File: config.mk
export PLATFORM = sky130hd
export DESIGN_NAME = pgr_stream_arb
export DESIGN_NICKNAME = d
export VERILOG_FILES = /design/src/rtl/pgr_stream_arb.sv
export SDC_FILE = /design/constraint.sdc
export NUM_CORES = 1
export LEC_CHECK = 0
export ABC_CLOCK_PERIOD_IN_PS = 1900
export CAP_MARGIN = 25
export CORE_ASPECT_RATIO = 0.9
export CORE_MARGIN = 1
export CORE_UTILIZATION = 45
export DETAILED_ROUTE_END_ITERATION = 10
export PLACE_DENSITY = 0.82
export SLEW_MARGIN = 10
export SYNTH_ARGS = -nofsm -noshare
export SYNTH_HDL_FRONTEND = slang
export SYNTH_SLANG_ARGS = --single-unit
export TNS_END_PERCENT = 20
File: constraint.sdc
create_clock -name clk -period 1.9 [get_ports clk]
set_input_delay 0.38 -clock clk [delete_from_list [all_inputs] [get_ports clk]]
set_output_delay 0.38 -clock clk [all_outputs]
set_load 0.01 [all_outputs]
File: src/rtl/pgr_stream_arb.sv
`default_nettype none
// +----------------------------------------------------------------------------+
// | pgr_stream_arb: packet-locked round-robin arbiter with registered output   |
// | stage and mid-packet stall watchdog.                        Rev 1.0        |
// +----------------------------------------------------------------------------+
module pgr_stream_arb #(
    parameter int N       = 2,
    parameter int W       = 8,
    parameter int TIMEOUT = 256
) (
    input  logic                 clk,
    input  logic                 rst_n,
    input  logic [N-1:0]         req_valid,
    input  logic [N*W-1:0]       req_data,
    input  logic [N-1:0]         req_last,
    output logic [N-1:0]         req_ready,
    output logic                 out_valid,
    output logic [W-1:0]         out_data,
    output logic                 out_last,
    input  logic                 out_ready,
    output logic [$clog2(N)-1:0] grant_id,
    output logic                 busy,
    output logic                 err_timeout
);

    localparam int GW  = $clog2(N);
    localparam int WDW = (TIMEOUT > 0) ? $clog2(TIMEOUT + 1) : 1;
    localparam logic [WDW-1:0] WD_LIMIT = (TIMEOUT > 0) ? WDW'(TIMEOUT - 1) : '0;
    localparam logic [GW-1:0]  LAST_ID  = GW'(N - 1);

    localparam logic [0:0] S_IDLE = 1'b0;
    localparam logic [0:0] S_LOCK = 1'b1;

    logic [0:0]     state;
    logic [GW-1:0]  rr_ptr;
    logic [WDW-1:0] wd_cnt;
    logic           ld;
    logic           xfer;
    logic           wd_fire;
    logic [GW-1:0]  pick_id;
    logic [GW-1:0]  next_ptr;
    logic [W-1:0]   sel_data;

    function automatic logic [GW-1:0] wrap_add(input logic [GW-1:0] a, input int unsigned k);
        logic [GW:0] s;
        s = {1'b0, a} + (GW+1)'(k);
        if (s >= (GW+1)'(N)) s = s - (GW+1)'(N);
        return s[GW-1:0];
    endfunction

    assign ld       = ~out_valid | out_ready;
    assign xfer     = req_valid[grant_id] & req_ready[grant_id];
    assign next_ptr = (grant_id == LAST_ID) ? '0 : grant_id + 1'b1;
    assign sel_data = req_data[grant_id*W +: W];
    assign busy     = (state == S_LOCK);
    assign wd_fire  = (TIMEOUT > 0) && (state == S_LOCK) && !xfer && (wd_cnt == WD_LIMIT);

    always_comb begin
        req_ready = '0;
        if (state == S_LOCK && ld) req_ready[grant_id] = 1'b1;
    end

    // Scan from the farthest offset down so the requester nearest rr_ptr wins.
    always_comb begin
        pick_id = '0;
        for (int k = N - 1; k >= 0; k--) begin
            if (req_valid[wrap_add(rr_ptr, k)]) pick_id = wrap_add(rr_ptr, k);
        end
    end

    always_ff @(posedge clk or negedge rst_n) begin
        if (!rst_n) begin
            state       <= S_IDLE;
            rr_ptr      <= '0;
            grant_id    <= '0;
            wd_cnt      <= '0;
            out_valid   <= 1'b0;
            out_data    <= '0;
            out_last    <= 1'b0;
            err_timeout <= 1'b0;
        end else begin
            err_timeout <= wd_fire;

            if (xfer) begin
                out_valid <= 1'b1;
                out_data  <= sel_data;
                out_last  <= req_last[grant_id];
            end else if (out_ready) begin
                out_valid <= 1'b0;
            end

            case (state)
                S_IDLE: begin
                    if (|req_valid) begin
                        grant_id <= pick_id;
                        wd_cnt   <= '0;
                        state    <= S_LOCK;
                    end
                end
                S_LOCK: begin
                    if (xfer) begin
                        wd_cnt <= '0;
                        if (req_last[grant_id]) begin
                            rr_ptr <= next_ptr;
                            state  <= S_IDLE;
                        end
                    end else if (wd_fire) begin
                        // Abandon the stalled packet; downstream sees it truncated.
                        wd_cnt <= '0;
                        rr_ptr <= next_ptr;
                        state  <= S_IDLE;
                    end else if (TIMEOUT > 0) begin
                        wd_cnt <= wd_cnt + 1'b1;
                    end
                end
                default: state <= S_IDLE;
            endcase
        end
    end

endmodule
`default_nettype wire

==> metrics.md <==
| Metric | Value |
|---|---|
| Average cell area after synthesis | `approximately 9.6 um2` |
| Share of the yosys chip area belonging to registers | `0.494` |
| CTS Buf Count | `3` |
| RSZ-0062 raised after global routing | `no` |
| Worst min path class | `in -> async` |
| Layout Cells excl Fill | `194` |
| Netlist area before placement | `around 1200 um2` |
| Hpwl dp | `2.13 mm` |
| Most frequently used flop master after synthesis | `sky130_fd_sc_hd__dfrtp_1` |
| ANT cells | `0` |
| Die Height | `50.3 um` |
| Worst setup skew after layout | `10.8 ps` |
| Worst path bufs/invs | `1` |
| Buffer levels on the longest clock path | `2` |
| Startpoint of the lowest-slack register-to-register path | `wd_cnt[0]$_DFFE_PN0P_` |
| Family with the most delay on the worst path | `buffers and inverters` |
| Pin count of the biggest net entering global routing | `24` |
| Total non-filler cell area in the finished layout | `roughly 1600 um2` |
| Startpoint type of the worst setup path | `flop` |
| Total count of max-transition violations in the final report | `0` |
| Setup ws final | `70.1 ps` |
| Die area | `roughly 2800 um2` |
| Power per unit of standard cell area | `1250 nW/um2` |
| Clock insertion delay at the later pin of the skew report | `310 ps` |
| Buffers on Ports | `37` |
| Final period demand of the worst path | `1830 ps` |
| Global placement routability congestion | `0.905` |
| Startpoint-to-endpoint class of the critical path | `reg -> out` |
| CP Data Required Time | `1520 ps` |
| Arrival time at the worst endpoint | `roughly 1500 ps` |
| Worst slack, placed | `-139 ps` |
| Iter 0 DRT Violations | `30` |
| Core Footprint | `2450 um2` |
| Count of flip-flops with a built-in enable after synthesis | `0` |
| Total of endpoints with negative setup slack in the final report | `0` |
| Remaining design rule violation count | `0` |
| Antenna-violating nets left | `0` |
| Critical path's slowest cell | `sky130_fd_sc_hd__clkdlybuf4s50_1` |
| Routed len/inst | `around 15 um` |
| Fraction of layout cells with a size suffix above 1 | `0.102` |
| Critical path endpoint category | `output port` |
| Area after DPL | `1610 um2` |
| IR Drop Worst-Case VDD | `between 0.9 and 1 mV` |
| Via count of the routed design | `1085` |
| Number of cells traversed by the worst register-to-register path | `4` |
| Achievable frequency | `~550 MHz` |
| Number of instances in the placed design | `190` |
| Transition time at the pin with the least slew margin | `403 ps` |
| Yosys warns | `0` |
| Post-Syn Nets | `between 100 and 150` |
| Static Leak | `between 0.7 and 0.8 nW` |
| Total routing usage reported by global routing | `0.217` |
| Clock root buffer | `sky130_fd_sc_hd__clkbuf_4` |
| TritonCTS clock tree | `done` |
| Critical path cell sequence | `clkdlybuf4s50_1` |
| Sum of overflow across all layers after global routing | `0` |
| Clock-pin transition on the worst setup and hold timing paths | `140 ps` |
| Site Rows | `17` |
| Result of the run | `finished clean` |
| Count of H-tree levels built during CTS | `1` |
| First-pass GRT wire length | `4.73 mm` |
| Max-cap viol count | `0` |
| Largest fanout on the critical path | `9` |
| Max_slew headroom | `0.730` |
| Largest stage delay on the critical path | `600 ps` |
| TritonRoute pass-1 iters | `4` |
| Initial antenna violation count | `0` |
| Effective utilization at floorplan | `0.477` |
| I/O pin total | `38` |
| Synthesis-to-layout area growth | `41.0%` |
| Via count of the first global-routing pass | `1073` |
| CTS sink count | `23` |
| Drt via density | `5.59` |
| Cell count after synthesis | `121` |
| Floorplan die width | `about 56 um` |
| Unique cell type count in the Yosys netlist | `30` |
| Reg-to-reg slack, setup | `220 ps` |
| Detailed-route wire length | `2.88 mm` |
| Async S/R FF share, synth | `1.00` |
| Net total in the final layout | `between 150 and 200` |
| Hold Violations, Final | `0` |
| Overall Power | `0.00205 W` |
| Worst R2R End | `wd_cnt[7]$_DFFE_PN0P_` |
| Synth Register Bits | `23` |
| Period utilization | `0.963` |
-- worst max path at each step --
stage | cells after the start | slack, ps | startpoint | end
floorplan | 5 | 360 | grant_id$_DFFE_PN0P_ | wd_cnt[5]$_DFFE_PN0P_
global placement | 5 | -120 | out_ready | req_ready[0]
detailed placement | 4 | -140 | out_ready | req_ready[1]
CTS | 1 | 30 | grant_id$_DFFE_PN0P_ | grant_id
global route | 1 | 10 | busy$_DFF_PN0_ | busy
finish | 1 | 70 | busy$_DFF_PN0_ | busy
-- worst register-to-register path, stage by stage, from the launching register on --
cell	delay (ps)
sky130_fd_sc_hd__dfrtp_1	450
sky130_fd_sc_hd__ha_1	230
sky130_fd_sc_hd__nand3_1	210
sky130_fd_sc_hd__o41ai_4	510
sky130_fd_sc_hd__o21ai_0	160
-- flip-flops by register name, summed over array words and instances (netlist names) --
| signal | flops |
|---|---|
| busy | 1 |
| err_timeout | 1 |
| grant_id | 1 |
| out_data | 8 |
| out_last | 1 |
| out_valid | 1 |
| rr_ptr | 1 |
| wd_cnt | 9 |
-- kinds of logic (layout without fill, tap and decap cells) --
logic type / after synthesis / after routing / share of synthesized area
AO/OA/AOI/OAI: 33 / 33 / 0.175
XOR/XNOR: 2 / 2 / 0.0150
adder cells (fa/ha/maj): 1 / 1 / 0.0107
buffers and inverters: 7 / 52 / 0.0300
flip-flops: 23 / 23 / 0.494
multiplexers: 10 / 10 / 0.0901
AND/OR/NAND/NOR: 45 / 45 / 0.186
-- synthesized netlist by cell type (2+ instances only) --
cell	n	area, um2
sky130_fd_sc_hd__nand2_1	22	82.6
sky130_fd_sc_hd__nand3_1	3	15.0
sky130_fd_sc_hd__a31oi_1	4	25.0
sky130_fd_sc_hd__o21ai_0	15	75.1
sky130_fd_sc_hd__and2_1	2	12.5
sky130_fd_sc_hd__a21oi_1	7	35.0
sky130_fd_sc_hd__and3_1	4	25.0
sky130_fd_sc_hd__nand2b_1	2	12.5
sky130_fd_sc_hd__mux2i_1	9	90.1
sky130_fd_sc_hd__or3_1	2	12.5
sky130_fd_sc_hd__o21a_1	2	15.0
sky130_fd_sc_hd__clkbuf_1	2	7.51
sky130_fd_sc_hd__inv_1	3	11.3
sky130_fd_sc_hd__nand4_1	2	12.5
sky130_fd_sc_hd__nor2_1	5	18.8
sky130_fd_sc_hd__dfrtp_1	23	576
-- final cells by class --
cell class,count,area [um2]
fillers,192,802
flip-flops and latches,23,577
multi-input cells,91,567
repair buffers,45,428
well taps,28,35.0
clock buffers,4,26.3
inverters,3,11.3
-- report_power, final --
group	internal (W)	total [W]	switching, W
Combinational	0.000544	0.00102	0.000472
Sequential	0.000650	0.000803	0.000152
Clock	0.0000819	0.000235	0.000153
-- stage by stage --
| stage | util | hold slack (ps) | TNS (ps) |
|---|---|---|---|
| floorplan | - | 84.4 | 0 |
| global placement | 0.657 | 464 | -239 |
| global route | 0.672 | 422 | 0 |
| CTS | 0.667 | 407 | 0 |
| detailed placement | 0.657 | 469 | -274 |
| finish | 0.672 | 402 | 0 |
-- placed cells by master (no fill, tap or decap), types with 3 or more instances in the layout --
cell type,instances
sky130_fd_sc_hd__a21oi_1,7
sky130_fd_sc_hd__buf_4,8
sky130_fd_sc_hd__o21ai_0,15
sky130_fd_sc_hd__a31oi_1,4
sky130_fd_sc_hd__inv_1,3
sky130_fd_sc_hd__dfrtp_1,22
sky130_fd_sc_hd__nor2_1,5
sky130_fd_sc_hd__nand3_1,3
sky130_fd_sc_hd__clkdlybuf4s50_1,35
sky130_fd_sc_hd__mux2i_1,9
sky130_fd_sc_hd__and3_1,4
sky130_fd_sc_hd__nand2_1,22
sky130_fd_sc_hd__clkbuf_4,3
-- repair_timing --
item / in CTS / in global routing
hold buffers: 0 / 0
buffers inserted: 0 / 0
resized for setup: 2 / 2
pin swaps: 0 / 0
setup endpoints to repair: 2 / 4
endpoints found under the hold margin: 0 / 0
-- layer usage --
layer | track usage | vias up | wire length, um | part of all wire
li1 | - | 524 | - | -
met1 | 0.267 | 528 | 1280 | 0.45
met2 | 0.373 | 27 | 1450 | 0.50
met3 | 0.0335 | 6 | 93 | 0.032
met4 | 0.108 | 0 | 51 | 0.018
met5 | 0 | - | 0 | 0
Power figures use the tool's default switching activity.
